`src/rtl/led_sequencer.sv`:
```
// Programmable LED pattern sequencer: static, count, rotate and bounce frames
// stepped by a prescaler, gated by a 16-phase PWM brightness control.
module led_sequencer #(
  parameter int               LED_W       = 7,
  parameter int               DIV_W       = 16,
  parameter logic [DIV_W-1:0] DEFAULT_DIV = 16'd999
) (
  input  logic             wb_clk_i,
  input  logic             wb_rst_i,
  input  logic             enable,
  input  logic             cfg_valid,
  output logic             cfg_ready,
  input  logic [1:0]       cfg_mode,
  input  logic [DIV_W-1:0] cfg_div,
  input  logic [LED_W-1:0] cfg_pattern,
  input  logic [3:0]       cfg_duty,
  output logic [LED_W-1:0] led_o,
  output logic [LED_W-1:0] led_oeb,
  output logic             step_o,
  output logic             busy,
  output logic [1:0]       dbg_state
);

  typedef enum logic [1:0] {
    S_IDLE = 2'd0,
    S_LOAD = 2'd1,
    S_RUN  = 2'd2
  } state_t;

  typedef enum logic [1:0] {
    M_STATIC = 2'd0,
    M_COUNT  = 2'd1,
    M_ROTATE = 2'd2,
    M_BOUNCE = 2'd3
  } mode_t;

  localparam logic [LED_W-1:0] LED_ONE  = {{(LED_W-1){1'b0}}, 1'b1};
  localparam logic [LED_W-1:0] LED_TOP  = {1'b1, {(LED_W-1){1'b0}}};
  localparam logic [LED_W-1:0] LED_ALL  = {LED_W{1'b1}};
  localparam logic [LED_W-1:0] LED_NONE = {LED_W{1'b0}};

  state_t             state;
  state_t             state_next;
  mode_t              mode_q;
  logic [DIV_W-1:0]   div_q;
  logic [LED_W-1:0]   pattern_q;
  logic [3:0]         duty_q;
  logic [LED_W-1:0]   frame;
  logic [DIV_W-1:0]   prescaler;
  logic [3:0]         phase;
  logic               dir_right;
  logic               configured;

  logic               accept;
  logic               due;
  logic               advance;
  logic               pwm_gate;
  logic [LED_W-1:0]   frame_adv;
  logic               dir_adv;

  // Config handshake: a transfer happens on a clock edge where cfg_valid and
  // cfg_ready are both high; the offerer holds its fields stable until then.
  // cfg_ready drops only for the single LOAD cycle.
  assign cfg_ready = (state != S_LOAD);
  assign dbg_state = state;
  assign pwm_gate  = (duty_q == 4'hF) || (phase < duty_q);

  always_comb begin
    state_next = state;
    accept     = cfg_valid && cfg_ready;
    due        = (state == S_RUN) && (prescaler == div_q);
    advance    = due && !accept;
    frame_adv  = frame;
    dir_adv    = dir_right;

    case (mode_q)
      M_STATIC: frame_adv = frame;
      M_COUNT:  frame_adv = frame + LED_ONE;
      M_ROTATE: frame_adv = {frame[LED_W-2:0], frame[LED_W-1]};
      M_BOUNCE: begin
        // End bits reverse the direction so each end is shown for one step.
        if (!dir_right) begin
          if (frame[LED_W-1]) begin
            frame_adv = frame >> 1;
            dir_adv   = 1'b1;
          end else begin
            frame_adv = frame << 1;
          end
        end else begin
          if (frame[0]) begin
            frame_adv = frame << 1;
            dir_adv   = 1'b0;
          end else begin
            frame_adv = frame >> 1;
          end
        end
      end
      default: frame_adv = frame;
    endcase

    case (state)
      S_IDLE: begin
        if (accept)      state_next = S_LOAD;
        else if (enable) state_next = S_RUN;
      end
      S_LOAD: begin
        state_next = enable ? S_RUN : S_IDLE;
      end
      S_RUN: begin
        if (accept)       state_next = S_LOAD;
        else if (!enable) state_next = S_IDLE;
      end
      default: state_next = S_IDLE;
    endcase
  end

  always_ff @(posedge wb_clk_i or posedge wb_rst_i) begin
    if (wb_rst_i) state <= S_IDLE;
    else          state <= state_next;
  end

  always_ff @(posedge wb_clk_i or posedge wb_rst_i) begin
    if (wb_rst_i) begin
      mode_q     <= M_STATIC;
      div_q      <= DEFAULT_DIV;
      pattern_q  <= LED_NONE;
      duty_q     <= 4'hF;
      configured <= 1'b0;
    end else if (accept) begin
      mode_q     <= mode_t'(cfg_mode);
      div_q      <= cfg_div;
      pattern_q  <= cfg_pattern;
      duty_q     <= cfg_duty;
      configured <= 1'b1;
    end
  end

  always_ff @(posedge wb_clk_i or posedge wb_rst_i) begin
    if (wb_rst_i) begin
      frame     <= LED_NONE;
      prescaler <= '0;
      dir_right <= 1'b0;
      phase     <= 4'd0;
    end else begin
      phase <= phase + 4'd1;
      case (state)
        S_LOAD: begin
          frame     <= (mode_q == M_BOUNCE) ? LED_ONE : pattern_q;
          dir_right <= 1'b0;
          prescaler <= '0;
        end
        S_RUN: begin
          if (advance) begin
            frame     <= frame_adv;
            dir_right <= dir_adv;
            prescaler <= '0;
          end else if (!accept) begin
            prescaler <= prescaler + 1'b1;
          end
        end
        default: begin
          frame     <= frame;
          prescaler <= prescaler;
        end
      endcase
    end
  end

  // Outputs are registered images of the pre-edge state, frame and PWM phase.
  always_ff @(posedge wb_clk_i or posedge wb_rst_i) begin
    if (wb_rst_i) begin
      led_o   <= LED_NONE;
      led_oeb <= LED_ALL;
      step_o  <= 1'b0;
      busy    <= 1'b0;
    end else begin
      led_o   <= (state == S_RUN) ? (frame & {LED_W{pwm_gate}}) : LED_NONE;
      led_oeb <= configured ? LED_NONE : LED_ALL;
      step_o  <= advance;
      busy    <= (state == S_RUN);
    end
  end

  logic unused_top;
  assign unused_top = ^LED_TOP;

endmodule

```
`config.mk`:
```
export PLATFORM = sky130hd
export DESIGN_NAME = led_sequencer
export DESIGN_NICKNAME = d
export VERILOG_FILES = /design/src/rtl/led_sequencer.sv
export SDC_FILE = /design/constraint.sdc
export NUM_CORES = 1
export LEC_CHECK = 0
export CAP_MARGIN = 15
export CELL_PAD_IN_SITES_DETAIL_PLACEMENT = 0
export CELL_PAD_IN_SITES_GLOBAL_PLACEMENT = 2
export CORE_MARGIN = 8
export CORE_UTILIZATION = 35
export DETAILED_ROUTE_END_ITERATION = 6
export PLACE_DENSITY_LB_ADDON = 0.1
export SETUP_SLACK_MARGIN = 0.2
export SYNTH_ARGS = -nofsm -noshare
export SYNTH_HDL_FRONTEND = slang
export SYNTH_SLANG_ARGS = --single-unit
```
`constraint.sdc`:
```
create_clock -name wb_clk_i -period 2.55 [get_ports wb_clk_i]
set_input_delay 0.51 -clock wb_clk_i [delete_from_list [all_inputs] [get_ports wb_clk_i]]
set_output_delay 0.51 -clock wb_clk_i [all_outputs]
set_load 0.005 [all_outputs]
```
==> results of run 1 <==
## flip-flops by register name, summed over array words and instances (netlist names)
signal      cells
div_q          16
prescaler      16
frame           7
led_o           7
pattern_q       7
duty_q          4
phase           4
dbg_state       2
mode_q          2
busy            1
configured      1
dir_right       1
led_oeb         1
step_o          1
## layer usage
layer | vias to the layer above | wire length, um
met1 | 1171 | 3420
met3 | 12 | 257
met5 | - | 0
met4 | 0 | 123
li1 | 1194 | -
met2 | 31 | 3970
## cell families (layout without fill, tap and decap cells)
kind of cell / count (synthesis) / in the layout
AO/OA/AOI/OAI: 47 / 47
XOR/XNOR: 31 / 31
multiplexers: 39 / 39
AND/OR/NAND/NOR: 88 / 88
flip-flops: 70 / 70
adder cells (fa/ha/maj): 7 / 7
buffers and inverters: 35 / 93
## where the power goes
part,total (mW),internal [mW],switching [mW]
logic,0.574,0.316,0.257
clock network,0.851,0.446,0.406
registers,1.42,1.26,0.163
## area by class of cell
class	instances	area [um2]
fillers	959	5400
flip-flops and latches	70	1770
multi-input cells	212	1590
repair buffers	62	606
well taps	133	166
clock buffers	11	131
inverters	15	56.3
clock inverters	5	50.0
## critical path, cell delays in order (launching register included)
cell and delay [ns]:
dfrtp_1 0.44, nand2b_4 0.21, a2111oi_4 0.36, and4bb_2 0.34, o211ai_2 0.12, nand2_4 0.16, mux2_1 0.34
## metrics by stage
stage          power (mW)   util  hold slack, ns  area (um2)
2_1_floorplan        1.80      -           0.348        3520
3_3_place_gp         2.02  0.429           0.357        4190
3_5_place_dp         2.03  0.429           0.360        4190
4_1_cts              2.90  0.447           0.371        4370
5_1_grt              3.03  0.447           0.381        4370
6_report             2.85  0.447           0.369        4370
## layout by cell type (no fill, tap or decap), types with 6 or more instances in the layout
cell	instances
a21oi_1	10
and2_1	9
and3_1	6
buf_4	10
clkbuf_8	9
clkdlybuf4s50_1	51
dfrtp_1	57
dfstp_2	13
ha_1	7
inv_1	13
mux2_1	18
mux2_2	18
nand2_1	22
nand3_1	8
nand4_1	7
nor2_1	18
nor3_1	6
o21ai_0	6
xnor2_1	18
xor2_1	13
## how the worst max path moves through the flow
stage	start	to	slack, ns	depth (start not counted)
after floorplan	wb_rst_i	busy$_DFF_PP0_	0.29	1
after global placement	cfg_valid	frame[3]$_DFFE_PP0P_	0.15	6
after detailed placement	cfg_valid	frame[3]$_DFFE_PP0P_	0.11	6
after CTS	dbg_state[1]$_DFFE_PP0P_	frame[3]$_DFFE_PP0P_	0.45	6
after global routing	dbg_state[1]$_DFFE_PP0P_	frame[1]$_DFFE_PP0P_	0.37	6
final	dbg_state[1]$_DFFE_PP0P_	frame[1]$_DFFE_PP0P_	0.46	6
==> summary.md, run 1 <==
| Metric | Value |
|---|---|
| PortBufs | 51 |
| Worst VDD drop | 0.243 mV |
| Mapped Cells | 317 |
| Max Cap Viol | 0 |
| Grt peak-use layer | met2 |
| Most instantiated cells after synthesis | dfrtp_1 (57), nand2_1 (22) |
| CP max FO | 7 |
| Final Hold Viols | 0 |
| Starting Density | 0.360 |
| Total Routing Usage GR | 0.125 |
| Reg-to-Reg Start | dbg_state[1]$_DFFE_PP0P_ |
| Pre-CTS setup slack | 0.112 ns |
| Core ar. | 0.00977 mm2 |
| Post-CTS Hold Fix Bufs | 0 |
| CTS sink count | 70 |
| Ys async rst share | 1.00 |
| Clock root buffer | clkbuf_8 |
| Setup violations, final | 0 |
| Mapped cell area | 0.00352 mm2 |
| Gr ovfl total | 0 |
| Startpoint Class | register |
| Post-synth EDFFs | 0 |
| WHS Endpoint | led_oeb[5]$_DFF_PP1_ |
| Cell with the most instances after synthesis | dfrtp_1 |
| FF-to-FF End | frame[1]$_DFFE_PP0P_ |
| Inserted Diodes | 0 |
| CP arrival | 2.31 ns |
| Vias/cell | 4.74 |
| Synth Area in Simple Gates | 0.131 |
| Maximum clock rate | 0.479 GHz |
| Cells after DPL | 492 |
| Sequential area share after synthesis | 0.502 |
| Initial DRT Pass Iterations | 5 |
| Worst-Margin Slew | 0.508 ns |
| Final TNS setup | 0 ns |
| WS Path Type | reg2reg |
| Tightest Hold Check Type | reg2reg |
| RePlAce Congestion | 0.761 |
| Ys Warns | 0 |
| Drc violations | 0 |
| Vias in the first global route | 2519 |
| Mapped Avg Cell Area | 11.1 um2 |
| Mux contribution to synthesized area | 0.124 |
| Chip width | 116 um |
| Final nets | 410 |
| Antenna violations before repair | 0 |
| First-pass GRT wire length | 13.0 mm |
| CTS Buffer Depth | 2 |
| Clk_lat worst skew | 0.34 ns |
| H-Tree Depth | 3 |
| Final Critical Period | 2.09 ns |
| Setup Skew | 0.00832 ns |
| Setup bufs post-CTS | 0 |
| Main synth FF type | dfrtp_1 |
| Min-Delay Path Depth | 1 |
| Critical Path RT | 2.77 ns |
| Internal reg-to-reg setup slack | 0.46 ns |
| DRT iter0 DRCs | 112 |
| CTS tree | built |
| Post-route ant nets | 0 |
| Compound-cell area share of the yosys netlist | 0.0960 |
| Layout area overhead | 24.2% |
| Power per cell area | 652 mW/mm2 |
| Grt met1 use | 0.146 |
| WL final | 7.78 mm |
| Pleak | 1.88 nW |
| Share of post-route cells with drive strength above 1 | 0.179 |
| HP Start | configured$_DFFE_PP0P_ |
| Status | complete, no violations |
| Avg WL per Cell | 15.3 um |
| Synth Area in XOR/XNOR | 0.0772 |
| Synthesized flop and latch total | 70 |
| Number of placement rows | 36 |
| Combinational family with the most area after synthesis | simple AND/OR/NAND/NOR gates |
| Synth top area share | 0.405 |
| Vias | 2408 |
| Die Height | 116 um |
| GR Util met3 | 0.0269 |
| Distinct cells, synth | 48 |
| Syn nets | 357 |
| Post-Layout Cell Count | 508 |
| Main area contributors after synthesis | dfrtp_1 (41%), dfstp_2 (9.7%), mux2_1 (5.8%) |
| Rel. slew slack | 0.661 |
| RSZ-0062 raised after global routing | no |
| Post-CTS resize count | 0 |
| Min setup slack post-route | 0.464 ns |
| Adder-cell share of the synthesized area | 0.0249 |
| Pins Over Slew Limit | 0 |
| CTS clk-pin slew, worst paths | 0.07 ns |
| R2R cell count | 6 |
| Final Cycle Share | 0.818 |
| Met2 Use GR | 0.218 |
| Largest net degree at the start of global routing | 32 |
| IO Pins | 52 |
| DIE AREA | 0.0135 mm2 |
| Largest area contributor in the netlist | dfrtp_1 |
| CP Capture Type | register |
| HPWL after detailed placement | 5.81 mm |
| Total CTS buffers | 9 |
No activity file was read; power rests on OpenSTA's default activity.
==> run 2, diff against run 1 <==
--- a/config.mk
+++ b/config.mk
@@ -9,7 +9,7 @@
 export CELL_PAD_IN_SITES_DETAIL_PLACEMENT = 0
 export CELL_PAD_IN_SITES_GLOBAL_PLACEMENT = 2
 export CORE_MARGIN = 8
-export CORE_UTILIZATION = 35
+export CORE_UTILIZATION = 32
 export DETAILED_ROUTE_END_ITERATION = 6
 export PLACE_DENSITY_LB_ADDON = 0.1
 export SETUP_SLACK_MARGIN = 0.2
==> constraint.sdc (replaced) <==
create_clock -name wb_clk_i -period 1.9 [get_ports wb_clk_i]
set_input_delay 0.38 -clock wb_clk_i [delete_from_list [all_inputs] [get_ports wb_clk_i]]
set_output_delay 0.38 -clock wb_clk_i [all_outputs]
set_load 0.005 [all_outputs]
==> run 2 against run 1 <==
Net effect: the flow now finishes with violations (setup timing); clock power increased by 56%; worst hold slack improved by 0.023 ns; die area increased by 8.1%; sequential share of layout area decreased by 3.6 points; power increased by 46%; count of clock-buffer cells in the layout decreased by 1; worst setup slack got worse by 0.49 ns; flip-flop and latch count unchanged; non-clock buffer count increased by 31; critical endpoint unchanged.
==> summary.md, run 2 (synthesis gave the netlist of run 1 again) <==
| Metric | Value |
|---|---|
| First-pass GRT wire length | 14.1 mm |
| DR WL met3 | 388 um |
| Post-Route M1 WL | 4.00 mm |
| Most frequent cells in the layout | dfrtp_1 (56), clkdlybuf4s50_1 (41), buf_4 (31) |
| Final Hold Viols | 0 |
| Gr ovfl total | 0 |
| CP max FO | 7 |
| Share of power burned in the clock network | 0.318 |
| Core ar. | 0.0108 mm2 |
| Post-CTS Hold Fix Bufs | 0 |
| Largest net degree at the start of global routing | 32 |
| Final TNS setup | -0.138 ns |
| PortBufs | 51 |
| Layout area overhead | 36.5% |
| P_int | 2.96 mW |
| Internal reg-to-reg setup slack | -0.03 ns |
| CP max stage delay | 0.41 ns |
| RePlAce Congestion | 0.782 |
| CTS clk-pin slew, worst paths | 0.08 ns |
| DIE AREA | 0.0146 mm2 |
| FF-to-FF End | frame[1]$_DFFE_PP0P_ |
| Initial DRT Pass Iterations | 4 |
| H-Tree Depth | 3 |
| Vias | 2561 |
| Total power | 4.17 mW |
| Antenna violations before repair | 0 |
| CP arrival | 2.15 ns |
| Clock root buffer | clkbuf_8 |
| Crit-path cells | xor2_1 -> a2111oi_4 -> and4bb_2 -> o211ai_2 -> nand2_4 -> mux2_1 |
| Maximum clock rate | 0.518 GHz |
| Drc violations | 0 |
| Pleak | 2.13 nW |
| Power per cell area | 868 mW/mm2 |
| DRT iter0 DRCs | 95 |
| Setup Skew | 0.0108 ns |
| Starting Density | 0.326 |
| CTS Buffer Depth | 2 |
| R2R cell count | 6 |
| Total CTS buffers | 9 |
| Rel. slew slack | 0.725 |
| Area of placed instances | 0.00443 mm2 |
| Pre-CTS setup slack | -0.399 ns |
| CTS tree | built |
| Post-route ant nets | 0 |
| Min setup slack post-route | -0.0308 ns |
| Top Layer Used | met4 |
| HP Start | configured$_DFFE_PP0P_ |
| Switching share of power | 0.290 |
| Die Height | 121 um |
| Failing checks | setup timing |
| Metal2 WL | 4.09 mm |
| Final Cycle Share | 1.02 |
| Share of post-route cells with drive strength above 1 | 0.300 |
| Final Critical Period | 1.93 ns |
| Worst VDD drop | 0.489 mV |
| Tightest Hold Check Type | reg2reg |
| Pins Over Slew Limit | 0 |
| Inserted Diodes | 0 |
| Avg WL per Cell | 15.7 um |
| WS Path Type | reg2reg |
| Vias/cell | 4.69 |
| Total Routing Usage GR | 0.123 |
| Worst hold slack | 0.392 ns |
| Critical path depth | 6 |
| Vias in the first global route | 2671 |
| Delay-heaviest family, CP | compound AO/OA/AOI/OAI gates |
| Max Cap Viol | 0 |
| Clk_lat worst skew | 0.34 ns |
| Fillers | 1056 |
| IO Pins | 52 |
| Total area of sequential cells | 0.00177 mm2 |
| Reg-to-Reg Start | prescaler[14]$_DFFE_PP0P_ |
| Number of placement rows | 38 |
| Critical Path RT | 2.12 ns |
| Chip width | 121 um |
| Final nets | 441 |
| Switching power | 1.21 mW |
| CTS sink count | 70 |
| HPWL after detailed placement | 6.20 mm |
| Reg power frac | 0.454 |
| RSZ-0062 raised after global routing | yes |
| Worst-Margin Slew | 0.410 ns |
| Status | finished with violations |
| WHS Endpoint | led_oeb[5]$_DFF_PP1_ |
| WL final | 8.58 mm |
| Final Cell Area | 0.00480 mm2 |
| Setup violations, final | 8 |
| Regs by FF count | div_q (16), prescaler (16) |
| Slowest CP cell | dfrtp_1 |
| Min-Delay Path Depth | 1 |
| Area of the multi-input gates | 0.00170 mm2 |
| Worst Setup SP | prescaler[14]$_DFFE_PP0P_ |
| Critical path buffers and inverters | 0 |
| Logic gate share of total power | 0.227 |
| CP Capture Type | register |
| Commonest non-fill, non-tap cell in the layout | dfrtp_1 |
| Startpoint Class | register |
[run 2: cell types whose count changed in the layout (fill, tap and decap cells not counted), sizes merged]
| cell | change |
|---|---|
| dlygate4sd2 | +4 |
| clkdlybuf4s50 | -10 |
| clkdlybuf4s15 | +2 |
| inv | -1 |
| bufinv | +1 |
| buf | +35 |
| clkinv | -1 |
| clkbuf | -1 |
| clkinvlp | +2 |
[run 2: what timing repair did]
action	4_1_cts	5_1_grt
buffers inserted	6	1
pin swaps	11	4
resized for setup	35	17
hold endpoints to repair	0	0
setup endpoints to repair	41	34
[run 2: cell type report]
cell class	instances	area share
clock inverter	6	0.0180
timing repair buffer	93	0.183
tap	140	0.0365
multi-input combinational	212	0.355
clock buffer	10	0.0266
sequential	70	0.369
inverter	15	0.0125
[run 2: worst max path at each step]
| stage | end |
|---|---|
| after floorplan | frame[1]$_DFFE_PP0P_ |
| after global placement | frame[3]$_DFFE_PP0P_ |
| after detailed placement | frame[2]$_DFFE_PP0P_ |
| after CTS | frame[3]$_DFFE_PP0P_ |
| after global routing | frame[1]$_DFFE_PP0P_ |
| final | frame[1]$_DFFE_PP0P_ |
[run 2: routing by layer]
metal,vias to the layer above,track usage
li1,1260,-
met1,1245,0.157
met2,48,0.196
met3,8,0.0321
met4,0,0.0445
met5,-,0
[run 2: power by group through the flow]
| stage | registers (mW) | clock network, mW | logic, mW |
|---|---|---|---|
| floorplan | 1.83 | 0 | 0.584 |
| global route | 1.92 | 1.44 | 1.06 |
| finish | 1.89 | 1.33 | 0.948 |
| global placement | 1.92 | 0 | 0.892 |
| detailed placement | 1.92 | 0 | 0.894 |
| CTS | 1.89 | 1.39 | 0.927 |
[run 2: per-stage QoR]
| step | instances | utilization |
|---|---|---|
| 2_1_floorplan | 317 | - |
| 3_3_place_gp | 523 | 0.411 |
| 3_5_place_dp | 523 | 0.411 |
| 4_1_cts | 545 | 0.439 |
| 5_1_grt | 546 | 0.445 |
| 6_report | 546 | 0.445 |
